--- src/rtl/pw_requant_writer_pkg.sv ---
// Shared definitions for the point-wise requantise/write path: FSM encoding,
// default widths and the saturation / ReLU limit derivations.
package pw_requant_writer_pkg;

   localparam int SIZE_DEF  = 8;
   localparam int ACC_W_DEF = 24;
   localparam int ADDR_W    = 13;
   localparam int GRP_W     = 4;
   localparam int SHIFT_W   = 5;

   typedef enum logic [1:0] {
      ST_IDLE  = 2'd0,
      ST_ACC   = 2'd1,
      ST_WRITE = 2'd2,
      ST_DONE  = 2'd3
   } pw_state_e;

   // Largest value of a w-bit two's complement number.
   function automatic longint sat_max(input int w);
      return (64'sd1 <<< (w - 1)) - 64'sd1;
   endfunction

   // Smallest value of a w-bit two's complement number.
   function automatic longint sat_min(input int w);
      return -(64'sd1 <<< (w - 1));
   endfunction

   // ReLU ceiling: largest pixel whose MSB stays clear.
   function automatic longint relu_max(input int size);
      return (64'sd1 <<< (size - 1)) - 64'sd1;
   endfunction

   // Clamp a wide intermediate into the w-bit signed range.
   function automatic longint sat_to(input longint x, input int w);
      longint r;
      if (x > sat_max(w)) begin
         r = sat_max(w);
      end else if (x < sat_min(w)) begin
         r = sat_min(w);
      end else begin
         r = x;
      end
      return r;
   endfunction

endpackage

--- src/rtl/pw_requant_writer_if.sv ---
// Configuration, partial-sum stream and pixel write bus of the requant writer.
interface pw_requant_writer_if
   import pw_requant_writer_pkg::*;
#(
   parameter int SIZE  = SIZE_DEF,
   parameter int ACC_W = ACC_W_DEF
);
   logic                      start;
   logic [ADDR_W-1:0]         matrix2;
   logic [GRP_W-1:0]          groups;
   logic [SHIFT_W-1:0]        shift;
   logic signed [ACC_W-1:0]   bias;
   logic                      y_valid;
   logic signed [2*SIZE-2:0]  Y1;
   logic [SIZE-1:0]           out_data;
   logic [ADDR_W-1:0]         out_addr;
   logic                      out_we;
   logic                      busy;
   logic                      done;

   modport master (
      output start, matrix2, groups, shift, bias, y_valid, Y1,
      input  out_data, out_addr, out_we, busy, done
   );

   modport slave (
      input  start, matrix2, groups, shift, bias, y_valid, Y1,
      output out_data, out_addr, out_we, busy, done
   );
endinterface

--- src/rtl/pw_round_clamp.sv ---
// Combinational bias add, round-half-up arithmetic shift and ReLU clamp.
// Shared by the point-wise and depth-wise output paths.
module pw_round_clamp
   import pw_requant_writer_pkg::*;
#(
   parameter int SIZE  = SIZE_DEF,
   parameter int ACC_W = ACC_W_DEF
) (
   input  logic signed [ACC_W-1:0] acc,
   input  logic signed [ACC_W-1:0] bias,
   input  logic [SHIFT_W-1:0]      shift,
   output logic [SIZE-1:0]         pix
);
   typedef logic signed [ACC_W-1:0] acc_t;

   localparam acc_t PIX_MAX = acc_t'(relu_max(SIZE));

   acc_t biased_s;
   acc_t half_s;
   acc_t rounded_s;
   acc_t shifted_s;

   // Both adds saturate so a large bias or rounding term can never wrap sign.
   always_comb begin
      biased_s = acc_t'(sat_to(longint'(acc) + longint'(bias), ACC_W));
      if (shift == {SHIFT_W{1'b0}}) begin
         half_s = {ACC_W{1'b0}};
      end else begin
         half_s = {{(ACC_W-1){1'b0}}, 1'b1} <<< (shift - 5'd1);
      end
      rounded_s = acc_t'(sat_to(longint'(biased_s) + longint'(half_s), ACC_W));
      shifted_s = rounded_s >>> shift;
      if (shifted_s[ACC_W-1]) begin
         pix = {SIZE{1'b0}};
      end else if (shifted_s > PIX_MAX) begin
         pix = PIX_MAX[SIZE-1:0];
      end else begin
         pix = shifted_s[SIZE-1:0];
      end
   end

endmodule

--- src/rtl/pw_requant_writer.sv ---
// Accumulates the per-group partial sums of each output pixel, requantises
// the sum and writes one pixel per output address until the map is complete.
module pw_requant_writer
   import pw_requant_writer_pkg::*;
#(
   parameter int SIZE  = SIZE_DEF,
   parameter int ACC_W = ACC_W_DEF
) (
   input  logic               clk,
   input  logic               rst_n,
   pw_requant_writer_if.slave bus
);
   typedef logic signed [ACC_W-1:0] acc_t;

   pw_state_e           state_r;
   logic [GRP_W-1:0]    grp_r;
   logic [GRP_W-1:0]    groups_r;
   logic [ADDR_W-1:0]   pix_r;
   logic [ADDR_W-1:0]   last_pix_r;
   logic [SHIFT_W-1:0]  shift_r;
   acc_t                bias_r;
   acc_t                acc_r;
   acc_t                y_ext_s;
   acc_t                acc_next_s;
   logic [SIZE-1:0]     pix_s;
   logic [SIZE-1:0]     out_data_r;
   logic [ADDR_W-1:0]   out_addr_r;
   logic                out_we_r;
   logic                busy_r;
   logic                done_r;

   // Running pixel sum including the current partial sum; group 0 restarts it.
   always_comb begin
      y_ext_s = acc_t'(bus.Y1);
      if (grp_r == {GRP_W{1'b0}}) begin
         acc_next_s = y_ext_s;
      end else begin
         acc_next_s = acc_t'(sat_to(longint'(acc_r) + longint'(y_ext_s), ACC_W));
      end
   end

   // The pixel is requantised straight from the final sum so the write
   // lands one cycle after the last group arrives.
   pw_round_clamp #(
      .SIZE  (SIZE),
      .ACC_W (ACC_W)
   ) u_round_clamp (
      .acc   (acc_next_s),
      .bias  (bias_r),
      .shift (shift_r),
      .pix   (pix_s)
   );

   // Map sequencing: configuration latch, group/pixel counting and outputs.
   always_ff @(posedge clk or negedge rst_n) begin
      if (!rst_n) begin
         state_r    <= ST_IDLE;
         grp_r      <= {GRP_W{1'b0}};
         groups_r   <= {GRP_W{1'b0}};
         pix_r      <= {ADDR_W{1'b0}};
         last_pix_r <= {ADDR_W{1'b0}};
         shift_r    <= {SHIFT_W{1'b0}};
         bias_r     <= {ACC_W{1'b0}};
         acc_r      <= {ACC_W{1'b0}};
         out_data_r <= {SIZE{1'b0}};
         out_addr_r <= {ADDR_W{1'b0}};
         out_we_r   <= 1'b0;
         busy_r     <= 1'b0;
         done_r     <= 1'b0;
      end else begin
         out_we_r <= 1'b0;
         done_r   <= 1'b0;
         case (state_r)
            ST_IDLE: begin
               if (bus.start) begin
                  groups_r   <= bus.groups;
                  shift_r    <= bus.shift;
                  bias_r     <= bus.bias;
                  // An empty map is run as a single pixel.
                  last_pix_r <= (bus.matrix2 == {ADDR_W{1'b0}}) ? {ADDR_W{1'b0}}
                                                                : bus.matrix2 - 13'd1;
                  grp_r      <= {GRP_W{1'b0}};
                  pix_r      <= {ADDR_W{1'b0}};
                  acc_r      <= {ACC_W{1'b0}};
                  busy_r     <= 1'b1;
                  state_r    <= ST_ACC;
               end
            end
            ST_ACC: begin
               if (bus.y_valid) begin
                  acc_r <= acc_next_s;
                  if (grp_r == groups_r) begin
                     grp_r      <= {GRP_W{1'b0}};
                     out_data_r <= pix_s;
                     out_addr_r <= pix_r;
                     out_we_r   <= 1'b1;
                     state_r    <= ST_WRITE;
                  end else begin
                     grp_r <= grp_r + 4'd1;
                  end
               end
            end
            ST_WRITE: begin
               // Partial sums arriving here are a protocol violation and dropped.
               pix_r <= pix_r + 13'd1;
               if (pix_r == last_pix_r) begin
                  done_r  <= 1'b1;
                  state_r <= ST_DONE;
               end else begin
                  state_r <= ST_ACC;
               end
            end
            ST_DONE: begin
               busy_r  <= 1'b0;
               state_r <= ST_IDLE;
            end
            default: begin
               busy_r  <= 1'b0;
               state_r <= ST_IDLE;
            end
         endcase
      end
   end

   assign bus.out_data = out_data_r;
   assign bus.out_addr = out_addr_r;
   assign bus.out_we   = out_we_r;
   assign bus.busy     = busy_r;
   assign bus.done     = done_r;

endmodule

--- src/flat_wrapper.sv ---
// flat-port wrapper written by rule: the top's interface ports become plain ports
module pw_requant_writer_flat import pw_requant_writer_pkg::*;
#(
   parameter int SIZE  = SIZE_DEF,
   parameter int ACC_W = ACC_W_DEF
)
  (clk, rst_n, bus_start, bus_matrix2, bus_groups, bus_shift, bus_bias, bus_y_valid, bus_Y1, bus_out_data, bus_out_addr, bus_out_we, bus_busy, bus_done);
  pw_requant_writer_if #(.SIZE(SIZE), .ACC_W(ACC_W)) bus_i ();
  input  logic clk;
  input  logic rst_n;
  input wire logic [$bits(bus_i.start)-1:0] bus_start;
  input wire logic [$bits(bus_i.matrix2)-1:0] bus_matrix2;
  input wire logic [$bits(bus_i.groups)-1:0] bus_groups;
  input wire logic [$bits(bus_i.shift)-1:0] bus_shift;
  input wire logic [$bits(bus_i.bias)-1:0] bus_bias;
  input wire logic [$bits(bus_i.y_valid)-1:0] bus_y_valid;
  input wire logic [$bits(bus_i.Y1)-1:0] bus_Y1;
  output wire logic [$bits(bus_i.out_data)-1:0] bus_out_data;
  output wire logic [$bits(bus_i.out_addr)-1:0] bus_out_addr;
  output wire logic [$bits(bus_i.out_we)-1:0] bus_out_we;
  output wire logic [$bits(bus_i.busy)-1:0] bus_busy;
  output wire logic [$bits(bus_i.done)-1:0] bus_done;
  assign bus_i.start = bus_start;
  assign bus_i.matrix2 = bus_matrix2;
  assign bus_i.groups = bus_groups;
  assign bus_i.shift = bus_shift;
  assign bus_i.bias = bus_bias;
  assign bus_i.y_valid = bus_y_valid;
  assign bus_i.Y1 = bus_Y1;
  assign bus_out_data = bus_i.out_data;
  assign bus_out_addr = bus_i.out_addr;
  assign bus_out_we = bus_i.out_we;
  assign bus_busy = bus_i.busy;
  assign bus_done = bus_i.done;
  pw_requant_writer #(.SIZE(SIZE), .ACC_W(ACC_W)) u_core (.clk(clk), .rst_n(rst_n), .bus(bus_i));
endmodule
--- config.mk ---
export PLATFORM = sky130hd
export DESIGN_NAME = pw_requant_writer_flat
export DESIGN_NICKNAME = d
export VERILOG_FILES = /design/src/rtl/pw_requant_writer_pkg.sv /design/src/rtl/pw_requant_writer_if.sv /design/src/rtl/pw_round_clamp.sv /design/src/rtl/pw_requant_writer.sv /design/src/flat_wrapper.sv
export SDC_FILE = /design/constraint.sdc
export NUM_CORES = 1
export LEC_CHECK = 0
export ABC_CLOCK_PERIOD_IN_PS = 14000
export CORE_UTILIZATION = 55
export CTS_BUF_LIST = sky130_fd_sc_hd__clkbuf_8
export DETAILED_ROUTE_END_ITERATION = 8
export PLACE_DENSITY_LB_ADDON = 0.25
export SLEW_MARGIN = 20
export SYNTH_ARGS = -nofsm -noshare
export SYNTH_HDL_FRONTEND = slang
export SYNTH_SLANG_ARGS = --single-unit
export TNS_END_PERCENT = 1
--- constraint.sdc ---
create_clock -name clk -period 14 [get_ports clk]
set_input_delay 2.8 -clock clk [delete_from_list [all_inputs] [get_ports clk]]
set_output_delay 2.8 -clock clk [all_outputs]
set_load 0.005 [all_outputs]
==> flow_metrics.tcl <==
set metrics [dict create \
    ys_seq_elements 113 \
    cp-endpoint "u_core.bus.out_data[5]" \
    post_drt_wl_per_cell_um 19.1 \
    seqCellArea_mm2 0.00283 \
    diodes 0 \
    finish.net_count 1694 \
    grt_pass1_vias 10890 \
    final_util 0.654 \
    end_kind "flop" \
    grt_pass1_wl_um 55600 \
    slew_headroom 0.302 \
    num-fill-cells 1667 \
    ys_top_cells_by_count "nand2_1, nor2_1, a21oi_1" \
    cts_num_sinks 113 \
    synthFlopType "dfrtp_1" \
    drt_iter0_drc 1258 \
    synth_nets 1619 \
    yosysMostFrequentCell "nand2_1" \
    num_rows 51 \
    numCtsBuffers 17 \
    post_cts_buffers 0 \
    cts_tree "yes" \
    slew_violations 0 \
    htree_num_levels 4 \
    min-delay-start "u_core.acc_r[7]" \
    r2r_start "u_core.acc_r[0]" \
    wirelength_um 34900 \
    die_w_um 145 \
    dpl.hpwl_um 26200 \
    rsz0062_at_grt "no" \
    synthDistinctLibCells 91 \
    multi_input_area_mm2 0.00804 \
    clockBufferDepth 2 \
    fin_worst_hold_slack_ns 0.490 \
    synth_edf_count 0 \
    path_clk_slew_ns 0.08 \
    worstSetupPathType "primary input to flop" \
    slowest_delay_ns 0.60 \
    syn2layout_area_growth_pct 15.1 \
    vias 11740 \
    crit_required_ns 14.33 \
    root_buffer "clkbuf_8" \
    antenna_found_initial 0 \
    pre_cts_ws_ns -0.0932 \
    outcome "finished, final reports clean" \
    routed_via_density 6.43 \
    fin_crit_sh 0.951 \
    pin_count 89 \
    cp_slowest_cell "or4b_2" \
    worst_slew_pin_slew_ns 1.04 \
    initial_core_util 0.569 \
    core_area_mm2 0.0197 \
    cp-startpoint "bus_Y1[0]" \
    grt_max_degree 70 \
    hold_class "flop to flop" \
    grt_overflow 0 \
    path_delay_family "compound AO/OA/AOI/OAI gates" \
    die-area_mm2 0.0210 \
    io_buffers 88 \
    clk_latency_ns 0.45 \
    drc_errors 0 \
    crit_buf_inv 4 \
    syn_avg_cell_area_um2 7.61 \
    ys_top_cells_by_area "dfrtp_1, ha_1, nand2_1, a21oi_1, o21ai_0" \
    layout_min_cycle_time_ns 13.31 \
    die_h_um 145 \
    clock_skew_ns 0.0163 \
    maxCapViolCount 0 \
    dr.pass1.iters 6 \
    r2r_end "u_core.bus.out_data[5]" \
    worstPathArrival_ns 13.64 \
    drive_above_1_share 0.0878 \
    cp_max_fo 17 \
    grtUsageTotal 0.343 \
    rr_worst_depth 45 \
    routabilityCongestion 0.968 \
    drtAntennaViolNets 0 \
    cp.depth 46 \
    synth_area_mm2 0.0112 \
    yosysTopAreaCell "dfrtp_1" \
    start_kind "primary input" \
    finalHoldViolations 0 \
    yosysTopAreaCellShare 0.252 \
    final.setup.worst_slack_ns 0.691 \
    yosys_warnings 0 \
    r2r_slack_ns 3.19 \
    yosysSeqAreaShare 0.252 \
    synthArstFlopShare 1.00 \
    syn_inst 1473 \
    setup_tns_ns 0 \
    max_freq_ghz 0.0751 \
    finalSetupViolCount 0 \
]
==> cells in the final DEF (no fill, tap or decap), types with 15 or more instances in the layout <==
| cell type | Yosys | routed |
|---|---|---|
| a22oi_1 | 16 | 16 |
| xnor2_1 | 49 | 49 |
| mux2_2 | 16 | 16 |
| and3_1 | 17 | 17 |
| clkdlybuf4s50_1 | 0 | 87 |
| nor3_1 | 49 | 48 |
| clkbuf_8 | 0 | 18 |
| nand2b_1 | 16 | 16 |
| o31ai_1 | 18 | 18 |
| o21ai_0 | 113 | 110 |
| dfrtp_1 | 113 | 113 |
| buf_4 | 2 | 41 |
| ha_1 | 78 | 78 |
| nor2_1 | 131 | 129 |
| o211ai_1 | 21 | 21 |
| inv_1 | 37 | 37 |
| a22o_1 | 15 | 15 |
| nand3_1 | 39 | 39 |
| xor2_1 | 30 | 30 |
| a31oi_1 | 18 | 17 |
| a21oi_1 | 125 | 123 |
| a21o_1 | 26 | 26 |
| nand2_1 | 223 | 223 |
==> registers in the layout, summed over array words and instances (netlist names) <==
signal               flops
u_core.acc_r            24
u_core.bus.busy          1
u_core.shift_r           5
u_core.bus.done          1
u_core.bias_r           24
u_core.state_r           2
u_core.bus.out_we        1
u_core.bus.out_addr     13
u_core.bus.out_data      8
u_core.last_pix_r       13
u_core.groups_r          4
u_core.pix_r            13
u_core.grp_r             4
==> worst min-delay path by stage <==
stage                              endpoint  depth (start not counted)
after floorplan            u_core.bias_r[0]                          2
after detailed placement    u_core.acc_r[0]                          2
after global placement      u_core.acc_r[7]                          2
after global routing      u_core.bias_r[17]                          2
after CTS                   u_core.acc_r[0]                          2
final                       u_core.acc_r[7]                          2
==> metal layers <==
metal	global-route usage	vias up	wire length (um)
met5	0	-	0
met4	0.110	0	860
met3	0.0773	69	3050
met2	0.535	525	15600
met1	0.468	5559	15400
li1	-	5587	-
==> tightest hold or removal path, stage by stage (launching register included) <==
cell	delay, ns
dfrtp_1	0.34
nand2_1	0.06
o31ai_1	0.06
==> layout make-up <==
class	instances	area share
Timing Repair Buffer	128	0.0913
Inverter	40	0.0116
Tap cell	265	0.0257
Clock inverter	13	0.00989
Multi-Input combinational cell	1248	0.623
Sequential cell	113	0.219
Clock buffer	18	0.0192
==> cell families (layout without fill, tap and decap cells) <==
| group | Yosys count | after routing | share of synthesized area |
|---|---|---|---|
| simple gates | 562 | 562 | 0.229 |
| mux | 28 | 28 | 0.0277 |
| xor+xnor | 79 | 79 | 0.0617 |
| fa+ha+maj | 86 | 86 | 0.0969 |
| buf+inv | 112 | 199 | 0.0395 |
| flops | 113 | 113 | 0.252 |
| compound gates | 493 | 493 | 0.293 |
==> metrics by stage <==
step	area (um^2)	cells
after floorplan	11200	1473
after global placement	12400	1794
after detailed placement	12400	1794
after CTS	12800	1825
after global routing	12900	1825
final	12900	1825
==> repair_timing <==
item | in CTS | in global routing
endpoints found under the setup margin | 0 | 7
hold buffers | 0 | 0
gates resized for setup | 0 | 20
Power is left out: the tool's default activity adds up to more than one toggle a clock period on the data nets, which glitch-free logic cannot reach.
